**config.mk**
```make
export PLATFORM = sky130hd
export DESIGN_NAME = ext_addrgen_v2
export DESIGN_NICKNAME = d
export VERILOG_FILES = /design/src/rtl/ext_addrgen_v2_pkg.sv /design/src/rtl/ext_addrgen_v2_gen.sv /design/src/rtl/ext_addrgen_v2.sv
export SDC_FILE = /design/constraint.sdc
export NUM_CORES = 1
export LEC_CHECK = 0
export CAP_MARGIN = 15
export CORE_MARGIN = 5
export CORE_UTILIZATION = 45
export CTS_BUF_LIST = sky130_fd_sc_hd__clkbuf_2 sky130_fd_sc_hd__clkbuf_4 sky130_fd_sc_hd__clkbuf_8
export CTS_CLUSTER_DIAMETER = 200
export CTS_CLUSTER_SIZE = 12
export DETAILED_ROUTE_END_ITERATION = 10
export DONT_BUFFER_PORTS = 1
export REMOVE_ABC_BUFFERS = 1
export SETUP_SLACK_MARGIN = 0.3
export SYNTH_ARGS = -nofsm -noshare
export SYNTH_HDL_FRONTEND = slang
export SYNTH_HIERARCHICAL = 1
export SYNTH_SLANG_ARGS = --single-unit
```
**constraint.sdc**
```tcl
create_clock -name clk -period 13.9 [get_ports clk]
set_input_delay 2.78 -clock clk [delete_from_list [all_inputs] [get_ports clk]]
set_output_delay 2.78 -clock clk [all_outputs]
set_load 0.02 [all_outputs]
```
**src/rtl/ext_addrgen_v2_pkg.sv**
```systemverilog
// Shared definitions for the ext_addrgen_v2 transfer engine: FSM states,
// direction and element-size codes, and the default lane geometry.
package ext_addrgen_v2_pkg;

  localparam int STATES_W = 2;

  typedef enum logic [STATES_W-1:0] {
    S_IDLE    = 2'd0,
    S_DELAY   = 2'd1,
    S_EXT2INT = 2'd2,
    S_INT2EXT = 2'd3
  } state_t;

  localparam logic [1:0] DIR_EXT2INT = 2'b01;
  localparam logic [1:0] DIR_INT2EXT = 2'b10;

  localparam logic [1:0] ES_BYTE = 2'd0;
  localparam logic [1:0] ES_HALF = 2'd1;
  localparam logic [1:0] ES_WORD = 2'd2;
  localparam logic [1:0] ES_RSVD = 2'd3;

  // Default databus width and the number of address bits that select a byte lane.
  localparam int DEF_DATA_W = 32;
  localparam int DEF_LANE_W = $clog2(DEF_DATA_W / 8);

  // The reserved size code behaves exactly like a word.
  function automatic logic [1:0] eff_size(input logic [1:0] es);
    return (es == ES_RSVD) ? ES_WORD : es;
  endfunction

  // Transfer state selected by a direction code (only called with a legal code).
  function automatic state_t dir_state(input logic [1:0] d);
    return (d == DIR_EXT2INT) ? S_EXT2INT : S_INT2EXT;
  endfunction

endpackage

```
**src/rtl/ext_addrgen_v2_gen.sv**
```systemverilog
// Delay / period / duty / iteration generator producing the element index.
// Configuration is captured on i_init; beats advance when enabled and not paused.
module ext_addrgen_v2_gen
  import ext_addrgen_v2_pkg::*;
#(
  parameter int AW = 11,
  parameter int PW = 10
) (
  input  logic          clk,
  input  logic          rst,
  input  logic          i_init,
  input  logic [AW-1:0] i_iterations,
  input  logic [PW-1:0] i_period,
  input  logic [PW-1:0] i_duty,
  input  logic [PW-1:0] i_delay,
  input  logic [AW-1:0] i_start,
  input  logic [AW-1:0] i_shift,
  input  logic [AW-1:0] i_incr,
  input  logic          i_dly_en,
  input  logic          i_en,
  input  logic          i_pause,
  output logic [AW-1:0] o_index,
  output logic          o_active,
  output logic          o_last,
  output logic          o_dly_done
);

  logic [AW-1:0] r_iter, r_shift, r_incr, r_i, r_index;
  logic [PW-1:0] r_per, r_duty, r_j, r_dly_cnt;
  logic          w_per_end;
  logic [AW-1:0] w_step;

  assign w_per_end  = (r_j == r_per - PW'(1));
  assign o_active   = (r_j < r_duty);
  assign o_last     = w_per_end && (r_i == r_iter - AW'(1));
  assign o_index    = r_index;
  assign o_dly_done = (r_dly_cnt <= PW'(1));

  // The period-end beat always takes incr (even when idle) plus shift, so a
  // period with trailing idle beats still steps past its last active element.
  assign w_step = ((o_active || w_per_end) ? r_incr : '0) + (w_per_end ? r_shift : '0);

  // Capture the loop configuration at the start of each run.
  always_ff @(posedge clk or negedge rst) begin
    if (!rst) begin
      r_iter  <= '0;
      r_per   <= '0;
      r_duty  <= '0;
      r_shift <= '0;
      r_incr  <= '0;
    end else if (i_init) begin
      r_iter  <= i_iterations;
      r_per   <= i_period;
      r_duty  <= i_duty;
      r_shift <= i_shift;
      r_incr  <= i_incr;
    end
  end

  // Beat/iteration counters, index accumulator and the initial delay countdown.
  always_ff @(posedge clk or negedge rst) begin
    if (!rst) begin
      r_j       <= '0;
      r_i       <= '0;
      r_index   <= '0;
      r_dly_cnt <= '0;
    end else if (i_init) begin
      r_j       <= '0;
      r_i       <= '0;
      r_index   <= i_start;
      r_dly_cnt <= i_delay;
    end else begin
      if (i_dly_en && (r_dly_cnt != '0)) begin
        r_dly_cnt <= r_dly_cnt - PW'(1);
      end
      if (i_en && !i_pause) begin
        r_index <= r_index + w_step;
        if (w_per_end) begin
          r_j <= '0;
          r_i <= r_i + AW'(1);
        end else begin
          r_j <= r_j + PW'(1);
        end
      end
    end
  end

endmodule

```
**src/rtl/ext_addrgen_v2.sv**
```systemverilog
// External-memory transfer engine: moves elements between the databus and one
// internal memory port with size-dependent lane steering, abort and beat count.
module ext_addrgen_v2
  import ext_addrgen_v2_pkg::*;
#(
  parameter int DATA_W       = DEF_DATA_W,
  parameter int IO_ADDR_W    = 32,
  parameter int EXT_ADDR_W   = 11,
  parameter int EXT_PERIOD_W = 10,
  parameter int MEM_ADDR_W   = 11
) (
  input  logic                    clk,
  input  logic                    rst,
  input  logic                    run,
  input  logic                    abort,
  input  logic                    int_cnt_en,
  output logic                    done,
  output logic [MEM_ADDR_W-1:0]   xfer_cnt,
  input  logic [IO_ADDR_W-1:0]    ext_addr,
  input  logic [MEM_ADDR_W-1:0]   int_addr,
  input  logic [1:0]              direction,
  input  logic [1:0]              elem_size,
  input  logic [EXT_ADDR_W-1:0]   iterations,
  input  logic [EXT_PERIOD_W-1:0] period,
  input  logic [EXT_PERIOD_W-1:0] duty,
  input  logic [EXT_PERIOD_W-1:0] delay,
  input  logic [EXT_ADDR_W-1:0]   start,
  input  logic [EXT_ADDR_W-1:0]   shift,
  input  logic [EXT_ADDR_W-1:0]   incr,
  input  logic                    databus_ready,
  output logic                    databus_valid,
  output logic [IO_ADDR_W-1:0]    databus_addr,
  input  logic [DATA_W-1:0]       databus_rdata,
  output logic [DATA_W-1:0]       databus_wdata,
  output logic [DATA_W/8-1:0]     databus_wstrb,
  output logic                    valid,
  output logic                    we,
  output logic [MEM_ADDR_W-1:0]   addr,
  output logic [DATA_W-1:0]       data_out,
  input  logic [DATA_W-1:0]       data_in
);

  localparam int STRB_W = DATA_W / 8;
  localparam int LANE_W = $clog2(STRB_W);

  state_t                  r_state, w_state_next;
  logic [IO_ADDR_W-1:0]    r_ext_addr;
  logic [MEM_ADDR_W-1:0]   r_int_addr, r_xfer_cnt, r_int_cnt;
  logic [1:0]              r_dir, r_esz;
  logic                    r_abort, r_stall;

  logic                    w_init, w_dir_ok, w_start_ok, w_in_xfer, w_beat_ok;
  logic                    w_hold, w_accept, w_adv;
  logic [EXT_ADDR_W-1:0]   w_index;
  logic                    w_active, w_last, w_dly_done;
  logic [1:0]              w_esz;
  logic [IO_ADDR_W-1:0]    w_byte_addr;
  logic [LANE_W-1:0]       w_align, w_lane;
  logic [STRB_W-1:0]       w_size_strb;
  logic [DATA_W-1:0]       w_size_mask;

  assign w_init     = (r_state == S_IDLE) && run;
  assign w_dir_ok   = (direction == DIR_EXT2INT) || (direction == DIR_INT2EXT);
  assign w_start_ok = w_init && !abort && w_dir_ok && (iterations != '0) && (period != '0);
  assign w_in_xfer  = (r_state == S_EXT2INT) || (r_state == S_INT2EXT);
  // After an abort only a request that was already stalled on the bus may be shown.
  assign w_beat_ok  = w_in_xfer && (!r_abort || r_stall);
  assign w_hold     = databus_valid && !databus_ready;
  assign w_accept   = databus_valid && databus_ready;
  assign w_adv      = w_beat_ok && !w_hold;

  ext_addrgen_v2_gen #(
    .AW (EXT_ADDR_W),
    .PW (EXT_PERIOD_W)
  ) u_gen (
    .clk          (clk),
    .rst          (rst),
    .i_init       (w_init),
    .i_iterations (iterations),
    .i_period     (period),
    .i_duty       (duty),
    .i_delay      (delay),
    .i_start      (start),
    .i_shift      (shift),
    .i_incr       (incr),
    .i_dly_en     (r_state == S_DELAY),
    .i_en         (w_beat_ok),
    .i_pause      (w_hold),
    .o_index      (w_index),
    .o_active     (w_active),
    .o_last       (w_last),
    .o_dly_done   (w_dly_done)
  );

  // State register.
  always_ff @(posedge clk or negedge rst) begin
    if (!rst) r_state <= S_IDLE;
    else      r_state <= w_state_next;
  end

  // Next-state: start, delay expiry, end of last beat, or abort once nothing is stalled.
  always_comb begin
    w_state_next = r_state;
    case (r_state)
      S_IDLE: begin
        if (w_start_ok) w_state_next = (delay != '0) ? S_DELAY : dir_state(direction);
      end
      S_DELAY: begin
        if (r_abort)         w_state_next = S_IDLE;
        else if (w_dly_done) w_state_next = dir_state(r_dir);
      end
      default: begin
        if ((r_abort && !w_hold) || (w_adv && w_last)) w_state_next = S_IDLE;
      end
    endcase
  end

  // Per-run configuration held for the whole transfer.
  always_ff @(posedge clk or negedge rst) begin
    if (!rst) begin
      r_ext_addr <= '0;
      r_int_addr <= '0;
      r_dir      <= '0;
      r_esz      <= '0;
    end else if (w_init) begin
      r_ext_addr <= ext_addr;
      r_int_addr <= int_addr;
      r_dir      <= direction;
      r_esz      <= elem_size;
    end
  end

  // Beat counter and internal address counter; both restart on run.
  always_ff @(posedge clk or negedge rst) begin
    if (!rst) begin
      r_xfer_cnt <= '0;
      r_int_cnt  <= '0;
    end else if (w_init) begin
      r_xfer_cnt <= '0;
      r_int_cnt  <= '0;
    end else begin
      if (w_accept) r_xfer_cnt <= r_xfer_cnt + MEM_ADDR_W'(1);
      if (w_accept && ((r_state == S_EXT2INT) || int_cnt_en)) begin
        r_int_cnt <= r_int_cnt + MEM_ADDR_W'(1);
      end
    end
  end

  // Sticky abort while busy, and memory of a request left stalled last cycle.
  always_ff @(posedge clk or negedge rst) begin
    if (!rst) begin
      r_abort <= 1'b0;
      r_stall <= 1'b0;
    end else begin
      if (r_state == S_IDLE) r_abort <= 1'b0;
      else if (abort)        r_abort <= 1'b1;
      r_stall <= w_hold;
    end
  end

  // Element size to lane alignment, byte strobe pattern and data mask.
  always_comb begin
    w_esz       = eff_size(r_esz);
    w_align     = '0;
    w_size_strb = STRB_W'(1);
    w_size_mask = DATA_W'(32'h0000_00FF);
    case (w_esz)
      ES_BYTE: begin
        w_align     = '0;
        w_size_strb = STRB_W'(1);
        w_size_mask = DATA_W'(32'h0000_00FF);
      end
      ES_HALF: begin
        w_align     = LANE_W'(1);
        w_size_strb = STRB_W'(3);
        w_size_mask = DATA_W'(32'h0000_FFFF);
      end
      default: begin
        w_align     = LANE_W'(3);
        w_size_strb = STRB_W'(15);
        w_size_mask = DATA_W'(32'hFFFF_FFFF);
      end
    endcase
  end

  assign w_byte_addr = r_ext_addr + (IO_ADDR_W'(w_index) << w_esz);
  assign w_lane      = w_byte_addr[LANE_W-1:0] & ~w_align;

  assign done          = (r_state == S_IDLE);
  assign xfer_cnt      = r_xfer_cnt;
  assign databus_valid = w_beat_ok && w_active;
  assign databus_addr  = w_byte_addr;
  assign databus_wdata = data_in << {w_lane, 3'b000};
  assign databus_wstrb = (databus_valid && (r_state == S_INT2EXT)) ? (w_size_strb << w_lane) : '0;
  assign valid         = (r_state == S_EXT2INT) ? w_accept : ((r_state == S_INT2EXT) && databus_valid);
  assign we            = (r_state == S_EXT2INT) && w_accept;
  assign addr          = r_int_addr + r_int_cnt;
  assign data_out      = (databus_rdata >> {w_lane, 3'b000}) & w_size_mask;

endmodule
```
==> run metrics <==
run status finished clean; Pint 1.519 mW; final hold slack 0.5039 ns; clock power share 10.9%; NetSw 1.676 mW; Root Buffer clkbuf_8; Tot GR Track Use 21.25%; share of cells above drive strength 1 12.06%; Worst Reg-to-Reg Cells 22; ANT nets after route 0; Power Total 3.195 mW; initial antenna violation count 9; Reg area 4204 um^2; Crit Path Max Fanout 40; Hold Crit Class reg2reg; total global routing overflow 0; clk buf depth 2; Mapped Cells 1291; vias per cell 5.614; Avg Cell Area, Syn 8.954 um^2; Worst setup SP type flop; Iter 0 DRT Violations 476; Min-Delay Path Depth 1; TritonCTS buffer count 17; Worst Skew 0.01918 ns; # DRC 0; Tmin final 7.225 ns; Layout area overhead 5.455%; Slew Limit Fails 0; EDFF count, synth 0; htree depth 4; clk slew on worst S/H paths 0.08 ns; Fin. Hold Viols 0; die area 28990 um^2; worst-skew pair later-pin latency 0.46 ns; first-pass GRT wire length 48560 um; Vias 9022; Crit. End Element output pin; Tightest Pin Transition 1.055 ns; post-synth cell types 74; GPL Wtd Cong 0.8743; final period utilization 51.98%; Final setup viols 0; top cells by area, synth dfrtp_1 (36%), mux2_2 (8.3%), nand2_1 (5.9%), ha_1 (5.6%), xnor2_1 (3.8%); port bufs 0; vias in the first global route 8912; Fillers 2448; Post-CTS Resized 0; post-synthesis sequential area ratio 36.37%; Horiz. Die Dim 170.3 um; DRT Pass-1 Iters 5; Nets 1514; final wirelength 31780 um; Max VDD drop 0.1601 mV; Post-CTS Setup Inserts 0; dpl hpwl 24230 um; area occupied by multi-input gates 6883 um^2; critical path class reg2out; RSZ-0062 raised after global routing false; CORE AREA 25250 um^2; CP arrival 4.44 ns; Cell Pwr Density 262.1 nW/um^2; TritonCTS clock tree built; CTS Sinks 168; CP Data Required Time 11.12 ns; Synth top area share 36.37%; Ports 317; Commonest cells post-synth nand2_1 (181), dfrtp_1 (168), nor2_1 (88); Std-Cell Rows 58; Starting Density 45.77%; Leak 5.309 nW; Logic pwr share 62.0%; # Max-Cap Violations 0; fmax 0.1384 GHz; largest net degree at the start of global routing 169; WL/cell 19.77 um; Synth Register Bits 168; area leader, netlist dfrtp_1; die height 170.3 um; Switching Share 52.45%; async set or reset register ratio after synthesis 100.0%; relative slew slack 29.49%; # hold bufs at CTS 0; Synth Flop Type dfrtp_1; count leader, synth nand2_1; YS warnings 6; synthesized area 11560 um^2; Fin Setup TNS 0 ns; sequential share of power 27.1%
## power by group through the flow
stage          combinational [mW]  clock [mW]  sequential, mW
5_1_grt                      2.18       0.384           0.900
2_1_floorplan                1.65           0           0.826
4_1_cts                      2.00       0.359           0.868
6_report                     1.98       0.348           0.867
3_3_place_gp                 1.97           0           0.872
3_5_place_dp                 1.99           0           0.877
## metal layers
layer	wire length, um	track usage, %	vias to the layer above
li1	-	-	4393
met1	12240	23.77	4328
met2	16390	38.17	239
met3	1862	4.878	56
met4	1252	10.07	6
met5	26	0	-
## worst max-delay path, cell delays in order (launching register included)
cell and delay, ns:
dfrtp_1 0.75, nor2_1 0.12, and2_1 0.19, ha_1 0.20, fa_1 0.83, nor2b_4 0.96
mux2i_1 0.20, o21ai_0 0.72
## final cells by class
| class | count | share of cell area [%] |
|---|---|---|
| Multi-Input combinational cell | 999 | 56.46 |
| Sequential cell | 168 | 34.49 |
| Timing Repair Buffer | 6 | 0.4311 |
| Inverter | 66 | 2.032 |
| Tap cell | 330 | 3.387 |
| Antenna cell | 8 | 0.1642 |
| Clock buffer | 21 | 2.268 |
| Clock inverter | 9 | 0.7698 |
## path summary, 6_finish.rpt
| check | start | slack (ns) | endpoint |
|---|---|---|---|
| min in group asynchronous | rst | 2.00 | u_gen/r_per[2] |
| min reg2reg | u_gen/r_incr[3] | 0.50 | u_gen/r_incr[3] |
| min | u_gen/r_incr[3] | 0.50 | u_gen/r_incr[3] |
| max reg2reg | u_gen/r_per[0] | 8.64 | u_gen/o_index[9] |
| max | r_esz[0] | 6.68 | databus_wdata[23] |
| max in group asynchronous | rst | 11.55 | r_int_cnt[2] |
## through the flow
stage | instances | area [um^2] | setup slack (ns) | util, %
finish | 1607 | 12190 | 6.675 | 48.27
global route | 1604 | 12180 | 6.505 | 48.24
CTS | 1598 | 12160 | 6.674 | 48.13
detailed placement | 1568 | 11790 | 7.187 | 46.67
global placement | 1568 | 11790 | 7.220 | 46.67
floorplan | 1233 | 11320 | 6.372 | -
## cell families after synthesis
family / after synthesis / synth area share (%)
AND/OR/NAND/NOR: 481 / 20.49
AO/OA/AOI/OAI: 241 / 12.88
flip-flops: 168 / 36.37
buffers and inverters: 124 / 4.221
multiplexers: 113 / 10.70
XOR/XNOR: 98 / 7.425
adder cells (fa/ha/maj): 65 / 7.880
other: 1 / 0.03244
## flip-flops by register name, summed over array words and instances (netlist names), 2 cells and up
signal	count
r_ext_addr	32
r_int_addr	11
r_int_cnt	11
u_gen/o_index	11
u_gen/r_i	11
u_gen/r_incr	11
u_gen/r_iter	11
u_gen/r_shift	11
xfer_cnt	11
u_gen/r_dly_cnt	10
u_gen/r_duty	10
u_gen/r_j	10
u_gen/r_per	10
r_dir	2
r_esz	2
r_state	2
## cells in the final DEF, fill, tap and decap left out, types with 11 or more instances in the layout
cell type | netlist | routed
mux2i_1 | 28 | 28
nand2b_1 | 13 | 13
nand4_1 | 12 | 12
nand3_1 | 33 | 33
nor2_1 | 88 | 87
o21ai_0 | 86 | 86
xnor2_1 | 50 | 50
mux2_2 | 85 | 85
a21oi_1 | 83 | 83
and3_1 | 39 | 39
fa_1 | 13 | 13
clkbuf_8 | 0 | 19
ha_1 | 52 | 52
inv_1 | 66 | 66
nor3_1 | 20 | 20
nand2_1 | 181 | 181
and2_1 | 29 | 28
dfrtp_1 | 168 | 168
nor4_1 | 11 | 11
xor2_1 | 48 | 48
(Power assumes the default switching activity.)
